## src/rtl/datapath_pkg.sv

```systemverilog
// Shared datapath definitions: word/specifier widths and the control bundle
// carried from ID to EX.
package datapath_pkg;

    localparam int DATA_W  = 32;
    localparam int REG_AW  = 5;
    localparam int ALUOP_W = 4;

    // Control bits that travel with an instruction into EX
    typedef struct packed {
        logic               reg_write;
        logic               mem_to_reg;
        logic               mem_read;
        logic               mem_write;
        logic               alu_src;
        logic               reg_dst;
        logic [ALUOP_W-1:0] alu_op;
    } ctrl_t;

    // A bubble carries no side effects: every control bit is zero
    localparam ctrl_t BUBBLE_CTRL = '0;

endpackage

```

## src/rtl/wb_bypass_sel.sv

```systemverilog
// Same-cycle write-back bypass for one register-file read port. Register 0 is
// hardwired to zero in the register file, so a write to it is never forwarded.
module wb_bypass_sel #(
    parameter int DATA_W = 32,
    parameter int REG_AW = 5
) (
    input  logic [REG_AW-1:0] rf_spec,
    input  logic [DATA_W-1:0] rf_data,
    input  logic              wb_we,
    input  logic [REG_AW-1:0] wb_reg,
    input  logic [DATA_W-1:0] wb_data,
    output logic [DATA_W-1:0] sel_data
);

    logic hit;

    // Forward WB data when WB writes the same non-zero register being read
    always_comb begin
        hit      = wb_we && (wb_reg != '0) && (wb_reg == rf_spec);
        sel_data = hit ? wb_data : rf_data;
    end

endmodule

```

## src/rtl/id_ex_stage_reg.sv

```systemverilog
// ID/EX pipeline register. Captures one decoded instruction per cycle, with
// load-use stall (hold), branch flush (bubble), WB-to-ID bypass on capture and
// a saturating count of bubbles sent to EX. All outputs come straight from
// flops so the EX ALU-source mux sees stable inputs for the whole cycle.
module id_ex_stage_reg
    import datapath_pkg::*;
#(
    parameter int DATA_W  = datapath_pkg::DATA_W,
    parameter int REG_AW  = datapath_pkg::REG_AW,
    parameter int ALUOP_W = datapath_pkg::ALUOP_W,
    parameter int CNT_W   = 16
) (
    input  logic               Clk,
    input  logic               Reset,
    input  logic               Stall,
    input  logic               Flush,
    input  logic               ID_Valid,
    input  logic [DATA_W-1:0]  ID_PCPlus4,
    input  logic [DATA_W-1:0]  ID_ReadData1,
    input  logic [DATA_W-1:0]  ID_ReadData2,
    input  logic [DATA_W-1:0]  ID_SignExtImm,
    input  logic [REG_AW-1:0]  ID_Rs,
    input  logic [REG_AW-1:0]  ID_Rt,
    input  logic [REG_AW-1:0]  ID_Rd,
    input  logic               ID_RegWrite,
    input  logic               ID_MemToReg,
    input  logic               ID_MemRead,
    input  logic               ID_MemWrite,
    input  logic               ID_ALUSrc,
    input  logic               ID_RegDst,
    input  logic [ALUOP_W-1:0] ID_ALUOp,
    input  logic               WB_RegWrite,
    input  logic [REG_AW-1:0]  WB_WriteReg,
    input  logic [DATA_W-1:0]  WB_WriteData,
    output logic               EX_Valid,
    output logic [DATA_W-1:0]  EX_PCPlus4,
    output logic [DATA_W-1:0]  EX_ReadData1,
    output logic [DATA_W-1:0]  EX_ReadData2,
    output logic [DATA_W-1:0]  EX_SignExtImm,
    output logic [REG_AW-1:0]  EX_Rs,
    output logic [REG_AW-1:0]  EX_Rt,
    output logic [REG_AW-1:0]  EX_Rd,
    output logic               EX_RegWrite,
    output logic               EX_MemToReg,
    output logic               EX_MemRead,
    output logic               EX_MemWrite,
    output logic               EX_ALUSrc,
    output logic               EX_RegDst,
    output logic [ALUOP_W-1:0] EX_ALUOp,
    output logic [CNT_W-1:0]   BubbleCount
);

    // Profiling counter sticks at all-ones instead of wrapping
    function automatic logic [CNT_W-1:0] sat_inc(input logic [CNT_W-1:0] v);
        return (&v) ? v : v + 1'b1;
    endfunction

    logic               valid_d,  valid_q;
    logic [DATA_W-1:0]  pc_d,     pc_q;
    logic [DATA_W-1:0]  rd1_d,    rd1_q;
    logic [DATA_W-1:0]  rd2_d,    rd2_q;
    logic [DATA_W-1:0]  imm_d,    imm_q;
    logic [REG_AW-1:0]  rs_d,     rs_q;
    logic [REG_AW-1:0]  rt_d,     rt_q;
    logic [REG_AW-1:0]  rd_d,     rd_q;
    ctrl_t              ctrl_d,   ctrl_q;
    logic [CNT_W-1:0]   bubble_d, bubble_q;

    ctrl_t              id_ctrl;
    logic [DATA_W-1:0]  rd1_fwd;
    logic [DATA_W-1:0]  rd2_fwd;

    wb_bypass_sel #(.DATA_W(DATA_W), .REG_AW(REG_AW)) u_bypass_rs (
        .rf_spec  (ID_Rs),
        .rf_data  (ID_ReadData1),
        .wb_we    (WB_RegWrite),
        .wb_reg   (WB_WriteReg),
        .wb_data  (WB_WriteData),
        .sel_data (rd1_fwd)
    );

    wb_bypass_sel #(.DATA_W(DATA_W), .REG_AW(REG_AW)) u_bypass_rt (
        .rf_spec  (ID_Rt),
        .rf_data  (ID_ReadData2),
        .wb_we    (WB_RegWrite),
        .wb_reg   (WB_WriteReg),
        .wb_data  (WB_WriteData),
        .sel_data (rd2_fwd)
    );

    // Gather the ID control bits into one bundle
    always_comb begin
        id_ctrl            = BUBBLE_CTRL;
        id_ctrl.reg_write  = ID_RegWrite;
        id_ctrl.mem_to_reg = ID_MemToReg;
        id_ctrl.mem_read   = ID_MemRead;
        id_ctrl.mem_write  = ID_MemWrite;
        id_ctrl.alu_src    = ID_ALUSrc;
        id_ctrl.reg_dst    = ID_RegDst;
        id_ctrl.alu_op     = ID_ALUOp;
    end

    // Next-state selection: Flush beats Stall, Stall holds, otherwise capture
    always_comb begin
        valid_d  = valid_q;
        pc_d     = pc_q;
        rd1_d    = rd1_q;
        rd2_d    = rd2_q;
        imm_d    = imm_q;
        rs_d     = rs_q;
        rt_d     = rt_q;
        rd_d     = rd_q;
        ctrl_d   = ctrl_q;
        bubble_d = bubble_q;
        if (Flush) begin
            valid_d  = 1'b0;
            pc_d     = '0;
            rd1_d    = '0;
            rd2_d    = '0;
            imm_d    = '0;
            rs_d     = '0;
            rt_d     = '0;
            rd_d     = '0;
            ctrl_d   = BUBBLE_CTRL;
            bubble_d = sat_inc(bubble_q);
        end else if (!Stall) begin
            valid_d = ID_Valid;
            pc_d    = ID_PCPlus4;
            rd1_d   = rd1_fwd;
            rd2_d   = rd2_fwd;
            imm_d   = ID_SignExtImm;
            rs_d    = ID_Rs;
            rt_d    = ID_Rt;
            rd_d    = ID_Rd;
            ctrl_d  = id_ctrl;
            if (!ID_Valid) begin
                ctrl_d   = BUBBLE_CTRL;
                bubble_d = sat_inc(bubble_q);
            end
        end
    end

    // Stage register with synchronous active-low clear
    always_ff @(posedge Clk) begin
        if (!Reset) begin
            valid_q  <= 1'b0;
            pc_q     <= '0;
            rd1_q    <= '0;
            rd2_q    <= '0;
            imm_q    <= '0;
            rs_q     <= '0;
            rt_q     <= '0;
            rd_q     <= '0;
            ctrl_q   <= BUBBLE_CTRL;
            bubble_q <= '0;
        end else begin
            valid_q  <= valid_d;
            pc_q     <= pc_d;
            rd1_q    <= rd1_d;
            rd2_q    <= rd2_d;
            imm_q    <= imm_d;
            rs_q     <= rs_d;
            rt_q     <= rt_d;
            rd_q     <= rd_d;
            ctrl_q   <= ctrl_d;
            bubble_q <= bubble_d;
        end
    end

    assign EX_Valid      = valid_q;
    assign EX_PCPlus4    = pc_q;
    assign EX_ReadData1  = rd1_q;
    assign EX_ReadData2  = rd2_q;
    assign EX_SignExtImm = imm_q;
    assign EX_Rs         = rs_q;
    assign EX_Rt         = rt_q;
    assign EX_Rd         = rd_q;
    assign EX_RegWrite   = ctrl_q.reg_write;
    assign EX_MemToReg   = ctrl_q.mem_to_reg;
    assign EX_MemRead    = ctrl_q.mem_read;
    assign EX_MemWrite   = ctrl_q.mem_write;
    assign EX_ALUSrc     = ctrl_q.alu_src;
    assign EX_RegDst     = ctrl_q.reg_dst;
    assign EX_ALUOp      = ctrl_q.alu_op;
    assign BubbleCount   = bubble_q;

endmodule
```

## config.mk

```make
export PLATFORM = sky130hd
export DESIGN_NAME = id_ex_stage_reg
export DESIGN_NICKNAME = d
export VERILOG_FILES = /design/src/rtl/datapath_pkg.sv /design/src/rtl/wb_bypass_sel.sv /design/src/rtl/id_ex_stage_reg.sv
export SDC_FILE = /design/constraint.sdc
export NUM_CORES = 1
export LEC_CHECK = 0
export CAP_MARGIN = 10
export CORE_MARGIN = 8
export CORE_UTILIZATION = 37
export DETAILED_ROUTE_END_ITERATION = 6
export PLACE_DENSITY_LB_ADDON = 0.12
export SYNTH_ARGS = -nofsm -noshare
export SYNTH_HDL_FRONTEND = slang
export SYNTH_HIERARCHICAL = 1
export SYNTH_SLANG_ARGS = --single-unit
```

## constraint.sdc

```tcl
create_clock -name Clk -period 1.47 [get_ports Clk]
set_input_delay 0.147 -clock Clk [delete_from_list [all_inputs] [get_ports Clk]]
set_output_delay 0.147 -clock Clk [all_outputs]
set_load 0.05 [all_outputs]
```

# --- After elaboration in Yosys (flattened, before gate mapping) ---
# Index checks and enable logic that the tools add are counted.
op_classes:
  add_sub_neg: 1
  bitwise_logic: 1
  n_eq_ne: 4
  n_div: 0
  mul: 0
  n_shift: 0
  reduce_logical: 7
  magnitude_cmp: 0
  muxes: 7
ops:
  columns: ["op", "n"]
  rows:
  - ["$mux 16", 4]
  - ["$mux 32", 2]
  - ["$add 16x1->16 const B", 1]
  - ["$reduce_and 16->1", 1]
  - ["$eq 5x5->1", 2]
  - ["$mux 10", 1]
  - ["$reduce_bool 5->1", 1]
  - ["$logic_and 1x1->1", 3]
  - ["$ne 2x1->1 const B", 1]
  - ["$ne 2x2->1 const B", 1]
  - ["$reduce_and 2->1", 1]
  - ["$reduce_or 2->1", 1]
  - ["$not 1->1", 1]
word_totals:
  ff_bits: 170
  latchBits: 0
  inputBits: 196
  ram_bits: 0
  romBits: 0
  output_inout_bits: 170
  elab_cells: 36
  mem_count: 0

# --- Longest topological paths before layout ---
# Gate-level depths: netlist of the first run.
depth:
  word_depth: 5
  depth_mapped: 7
  depth_no_buf: 6

# --- Hierarchy ---
# The synthesis of the first run kept the hierarchy.
by_module_without_submodules:
  columns: ["mod", "cells_each", "area_per_inst_um2", "seq_area_each_um2", "instances"]
  rows:
  - ["id_ex_stage_reg", 594, 6248.5, 3403.3, 1]
  - ["wb_bypass_sel", 45, 594.3, 0.0, 2]

# --- Least setup slack after synthesis of the first run ---
# No wires, ideal clock.
synth_timing:
  path_type: "reg2reg"
  from: "register bubble_q[0] (netlist: BubbleCount[0])"
  to: "register bubble_q[14] (netlist: BubbleCount[14])"
  setup_ps: 115
  synth_period_minus_slack_ps: 2000
  path_slack_ps: -530
  path_buffers: 0
  path_stages_with_launch: 6
  arrival_ps: 1884
  t_required_ps: 1355
  path_cell_list: "dfxtp_1 -> ha_1 -> and2_2 -> nand4_4 -> or4_1 -> and3_1"
synth_via:
  elab_chain_cells: 5
  elab_cells_between_ends: 6
  classes_between: "add/sub: 1; mux: 4; reduce/logical: 1"
synth_rtl:
  columns: ["item", "line", "text"]
  rows:
  - ["from (decl)", "id_ex_stage_reg.sv:67", "logic [CNT_W-1:0] bubble_d, bubble_q;"]
  - ["from (signal assigned)", "id_ex_stage_reg.sv:166", "bubble_q <= bubble_d;"]
  - ["$add 16x1->16 / $reduce_and 16->1 (equally long branches)", "id_ex_stage_reg.sv:55", "return (&v) ? v : v + 1'b1;"]
  - ["$mux 16 *", "id_ex_stage_reg.sv:55", null]
  - ["$mux 16", "id_ex_stage_reg.sv:136", "if (!ID_Valid) begin"]
  - ["$mux 16", "id_ex_stage_reg.sv:126", "end else if (!Stall) begin"]
  - ["$mux 16 *", "id_ex_stage_reg.sv:115", "if (Flush) begin"]
# Mark *: on every way between the ends. The rest lies on a longest branch, timed or not. The select of a mux whose other input is x is not followed.
# A chain may end at the register's enable or synchronous reset.

# --- Worst setup path after layout of the first run ---
layout_timing:
  from: "register bubble_q[0] (netlist: BubbleCount[0])"
  to: "register bubble_q[12] (netlist: BubbleCount[12])"
# Same word-level chain as after synthesis.

==> metrics.cfg, run 1 <==
[floorplanning]
dieArea_sq_um=24890
die_y_um=157.8
io_pins=366
num_rows=52
die_w_um=157.8
fp.coreArea_sq_um=19970
start_util_pct=37.23

[power]
ir_drop_uv=762.9
leakage_nw=5.459
p_total_mw=11.44
p_per_area_nw_per_um2=946.8

[routing]
drt_first_pass_iters=4
drt-initial-drc-count=208
routedWlPerCell_um=19.24
viasPerCell=4.726
drtAntennaViolNets=0
drc_errors=0
routed_wl_um=26190
num_vias=6432

[layout]
multi_input_area_sq_um=3930
final_cell_mix=buf_4 (199), clkdlybuf4s50_1 (178), dfxtp_1 (156), nor2_1 (156), mux2i_1 (150)
nets=1271
finish.utilization_pct=60.51
fillers=1714
layout_commonest_cell=buf_4
final_cells=1361
seqCellArea_sq_um=3443
postLayoutCellArea_sq_um=12090
drive_above_1_share_pct=34.59
syn_to_final_growth_pct=62.52

[yosys]
synth-seq-cells=170
yosys.cell_types.count=46
yosys_warnings=6
syn_area_sq_um=7437
syn-num-nets=881
async_flop_share_pct=0
synth_ff_type=dfxtp_1
seq_area_frac_synth_pct=45.76
synth_edf_count=0
netlist_instances=684
synth.avg_cell_area_sq_um=10.87

[clocking]
path_clk_slew_ns=0.07
cts_inserted_buffers=17
hold_buffers=0
htree_num_levels=4
cts.path.max_buffers=2
cts_tree=done
clockRootBuffer=clkbuf_16
clock_latency_ns=0.42
cts_sinks=170

[worst_setup_path]
crit_path_top_delay_cell=dfxtp_4
critPathMaxStageDelay_ns=0.36
worstSetupPathType=reg2reg
critical_path.endpoint_type=flip-flop
cp_max_fo=5
path_cells=ha_4, and2_4, nand4_4, buf_4, o311ai_0, o41ai_1
arrival_ns=1.77
cp.required_ns=1.76
start_kind=flip-flop

[timing]
skew_ns=0.007832
rsz0062_at_grt=yes
fmax_mhz=677.2
drv_slew=0
final.setup.worst_slack_ns=-0.006581
worst_slew_pin_slew_ns=0.5630
final.period_utilization_pct=100.4
finalSetupViolCount=1
hold_viol_final=0
relSlewSlack_pct=62.29
fin_crit_ns=1.477

[global_route]
gr-usage-all-layers_pct=20.14
grt_max_degree=58
antenna_found_initial=10
grt_pass1_vias=6406
grt-ovfl-total=0
grt_pass1_wl_um=38210

[placement]
placedCellCount=1315
place_ws_ns=-0.7529
dpl.hpwl_um=19630
placedInstanceArea_sq_um=11290
gp_congestion=0.7925
port_buffers=365

[job]
maxCapViolCount=0

[status]
failed_checks=negative setup slack
status=finished, violations left

[min_path]
hp-class=in2reg

final timing paths:
check,start,to,slack (ns),cells past startpoint
min,ID_Rs[1],EX_Rs[1],0.04,3
max,BubbleCount[0],BubbleCount[12],-0.007,6
min reg2reg,BubbleCount[9],BubbleCount[9],0.48,1
max reg2reg,BubbleCount[0],BubbleCount[12],-0.007,6
registers in the layout, indices dropped and copies added (netlist names):
| signal | count |
|---|---|
| EX_SignExtImm | 32 |
| EX_MemRead | 1 |
| EX_ALUOp | 4 |
| EX_ReadData1 | 32 |
| EX_RegWrite | 1 |
| EX_Valid | 1 |
| EX_Rd | 5 |
| EX_MemWrite | 1 |
| BubbleCount | 16 |
| EX_Rt | 5 |
| EX_ALUSrc | 1 |
| EX_RegDst | 1 |
| EX_ReadData2 | 32 |
| EX_MemToReg | 1 |
| EX_Rs | 5 |
| EX_PCPlus4 | 32 |
final cells by class:
class | count | area share (%)
multi-input combinational | 467 | 32.52
clock inverter | 15 | 1.242
timing repair buffer | 415 | 31.26
inverter | 3 | 0.09317
tap | 270 | 2.795
sequential | 170 | 28.49
antenna | 4 | 0.08282
clock buffer | 17 | 3.520
cells in the mapped netlist (2+ instances only):
cell type,n,share of area (%)
inv_1,3,0.15
nand2b_1,7,0.59
a21oi_1,4,0.27
mux2i_1,150,20
mux2_4,60,12
o311ai_0,2,0.24
nand3_1,5,0.34
nand2_1,19,0.96
a211oi_4,2,0.54
and2_2,2,0.20
xnor2_1,8,0.94
a31oi_1,3,0.25
o41ai_1,2,0.24
nor2_1,158,8.0
and3_1,2,0.17
buf_1,5,0.25
o41ai_2,2,0.44
a22oi_1,10,1.0
mux2_2,4,0.61
dfxtp_1,170,46
buf_6,6,0.91
a211oi_1,4,0.40
clkbuf_1,13,0.66
buf_2,19,1.3
nand4_4,2,0.57
o21ai_0,2,0.13
cells by family after synthesis:
| kind of cell | Yosys count | share of synthesized area, % |
|---|---|---|
| adders and majority gates | 1 | 0.1682 |
| xor gates and xnor gates | 8 | 0.9422 |
| muxes | 214 | 32.91 |
| DFF | 170 | 45.76 |
| buffers and inverters | 47 | 3.432 |
| AOI/OAI and AO/OA | 38 | 4.509 |
| and+or+nand+nor | 206 | 12.28 |
metal layers:
layer | vias to the layer above | share of wire, % | track usage [%]
li1 | 3156 | - | -
met1 | 2972 | 38 | 22.44
met2 | 253 | 49 | 34.18
met3 | 37 | 11 | 8.436
met4 | 14 | 1.5 | 6.482
met5 | - | 0.31 | 0
timing repair:
item | CTS | global route
setup endpoints to repair | 76 | 70
gates resized for setup | 58 | 27
endpoints found under the hold margin | 0 | 0
pin swaps | 17 | 14
buffers inserted | 5 | 2
gates cloned | 4 | 0
through the flow:
| stage | hold slack, ns | setup TNS (ns) |
|---|---|---|
| CTS | 0.02039 | -0.02963 |
| detailed placement | 0.4677 | -54.79 |
| global placement | 0.4670 | -52.58 |
| global route | 0.04590 | -0.1292 |
| floorplan | 0.2699 | -1.569 |
| finish | 0.03884 | -0.006581 |
critical path: cells and delay by family (launching register included):
family,cells,cell delay (ns)
fa+ha+maj,1,0.14
simple gates,2,0.24
buf+inv,1,0.17
flops,1,0.36
compound gates,2,0.44
power by group:
part           leakage, nW  total (mW)  internal, mW  switching, mW
logic                 3.78        2.21          1.10           1.12
clock network        0.284        4.42          2.26           2.15
registers             1.39        4.82          4.74         0.0807
total                 5.46        11.4          8.09           3.35
Note: power is estimated with default switching activity, not from simulation.
==> run 2, diff against run 1 <==
Settings changed: CORE_MARGIN 8 to 1.
==> run 2 against run 1 <==
Effect of this change: the run still ends with negative setup slack left; clock skew rose by 0.0019 ns; total power increased by 1.6%; utilization rose by 2.0 points; highest routed layer unchanged; largest cell class unchanged; first-iteration DRC count is 11% higher; largest power group unchanged; critical path depth grew 4; global-route usage is 2.5 points higher; worst setup slack got worse by 0.032 ns; sequential cell count is the same; sequential share of layout area is 0.36 points lower; wire length fell by 8.0%.
==> metrics.cfg, run 2 (synthesized netlist as in run 1, its figures left out) <==
[placement]
dpl.hpwl_um=17400  ; -11%
place_ws_ns=-0.7743  ; -0.02142 ns
placedCellCount=1310  ; -0.38%
gp_congestion=0.7732  ; -2.4%
port_buffers=365  ; unchanged
placedInstanceArea_sq_um=11240  ; -0.39%

[power]
p_per_area_nw_per_um2=949.6  ; +0.30%
ir_drop_uv=791.9  ; +3.8%
leakage_nw=5.529  ; +1.3%

[floorplanning]
start_util_pct=37.96  ; +0.73 points
io_pins=366  ; unchanged
die_y_um=143.8  ; -8.9%
die_w_um=143.8  ; -8.9%
dieArea_sq_um=20670  ; -17%
num_rows=51  ; -1.9%
fp.coreArea_sq_um=19590  ; -1.9%

[clocking]
cts_tree=done
cts.path.max_buffers=2  ; unchanged
htree_num_levels=4  ; unchanged
path_clk_slew_ns=0.07  ; about the same
cts_sinks=170  ; unchanged
clock_latency_ns=0.43  ; about the same
cts_inserted_buffers=17  ; unchanged
clockRootBuffer=clkbuf_16

[worst_setup_path]
r2r_start=BubbleCount[1]
worstSetupPathType=in2reg
startpoint=ID_Rt[3]
cp_max_fo=5  ; unchanged
reg2reg_to=BubbleCount[14]
cp.required_ns=1.78  ; +0.02 ns
arrival_ns=1.82  ; +0.05 ns
critical_path.endpoint_type=flip-flop
r2r.worst_path.cells=5  ; -1
rrSetupSlack_ns=-0.01  ; about the same
start_kind=input port

[status]
failed_checks=negative setup slack
status=finished, violations left

[timing]
hold_viol_final=0  ; unchanged
skew_ns=0.009692  ; +0.001859 ns
relSlewSlack_pct=56.81  ; -5.5 points
final.setup.worst_slack_ns=-0.03831  ; -0.03173 ns
drv_slew=0  ; unchanged
fmax_mhz=663.0  ; -2.1%
worst_slew_pin_slew_ns=0.6479  ; +0.08483 ns
rsz0062_at_grt=yes
finalSetupViolCount=3  ; +2
fin_crit_ns=1.508  ; +0.03173 ns
final.period_utilization_pct=102.6  ; +2.2 points

[layout]
layout_commonest_cell=buf_4
nets=1281  ; +0.79%
final_cell_mix=buf_4 (201), clkdlybuf4s50_1 (178), dfxtp_1 (156)
postLayoutCellArea_sq_um=12240  ; +1.3%
drive_above_1_share_pct=35.46  ; +0.87 points
syn_to_final_growth_pct=64.60
n_antenna_cell=0  ; -4
final_cells=1362  ; +0.073%

[routing]
drtAntennaViolNets=0  ; unchanged
routed_wl_um=24090  ; -8.0%
drt-initial-drc-count=230  ; +11%
routedWlPerCell_um=17.69  ; -8.1%
drc_errors=0  ; unchanged
viasPerCell=4.692  ; -0.73%
drt_first_pass_iters=4  ; unchanged
num_vias=6390  ; -0.65%

[global_route]
grt-ovfl-total=0  ; unchanged
grt_pass1_vias=6241  ; -2.6%
grt_pass1_wl_um=34970  ; -8.5%
antenna_found_initial=2  ; -8
gr-usage-all-layers_pct=22.63  ; +2.5 points
grt_max_degree=92  ; +59%

[min_path]
hold_end=EX_Rs[0]
hp-class=in2reg
hold_path.startpoint=ID_Rs[0]
whs_path_depth=3  ; unchanged

[job]
maxCapViolCount=0  ; unchanged

## run 2: changes by cell type in the layout (fill, tap and decap cells not counted), sizes merged
cell	before	now
buf	227	240
bufinv	0	1
clkdlybuf4s15	3	0
clkinv	7	2
clkinvlp	0	1
diode	4	0
dlygate4sd2	0	1
dlymetal6s2s	1	0
inv	11	14
## run 2: critical path, stage by stage
cell	delay (ns)
buf_8	0.10
buf_6	0.11
o41ai_4	0.38
a211oi_4	0.11
buf_6	0.15
buf_6	0.12
buf_16	0.14
mux2_4	0.29
mux2i_1	0.19
nor2_1	0.08
## run 2: area by class of cell
class,count,area [sq um]
clock buffer,17,425.4
clock inverter,15,168.9
fill,1652,7348
inverter,3,11.26
multi-input combinational,467,3934
sequential,170,3443
tap,265,331.6
timing repair buffer,425,3928
## run 2: through the flow
step           power, mW  utilization (%)  hold WS, ns  TNS [ns]
3_3_place_gp       7.073            57.39       0.4632    -53.84
2_1_floorplan      6.107                -       0.2699    -1.569
6_report           11.62            62.49      0.02006  -0.08459
4_1_cts            11.72            62.39      0.06007   -0.1382
3_5_place_dp       7.086            57.39       0.4639    -56.32
5_1_grt            12.05            62.49     0.009260   -0.7048
## run 2: report_power, final
group	internal, mW	switching, mW	leakage (nW)	total, mW
Combinational	1.11	1.12	3.84	2.22
Sequential	4.74	0.0800	1.39	4.82
Clock	2.44	2.15	0.292	4.58
## run 2: per-layer routing
layer	up-vias	routed length [um]	global-route usage, %
met3	33	2278	8.664
met2	254	11980	39.93
li1	3154	-	-
met5	-	27	0
met4	4	537	8.231
met1	2945	9263	24.46
## run 2: worst max-delay path by stage
stage / end / cells after the start
2_1_floorplan: BubbleCount[14] / 5
3_3_place_gp: EX_ReadData2[0] / 8
3_5_place_dp: EX_ReadData1[4] / 8
4_1_cts: EX_ReadData1[18] / 12
5_1_grt: EX_ReadData2[3] / 10
6_report: EX_ReadData2[22] / 10
## run 2: what timing repair did
item                       CTS  global route
gates cloned                 6             0
pin swaps                   18            19
hold buffers                 0             0
setup buffers               16             3
setup endpoints to repair   76            69
resized for setup           86            27
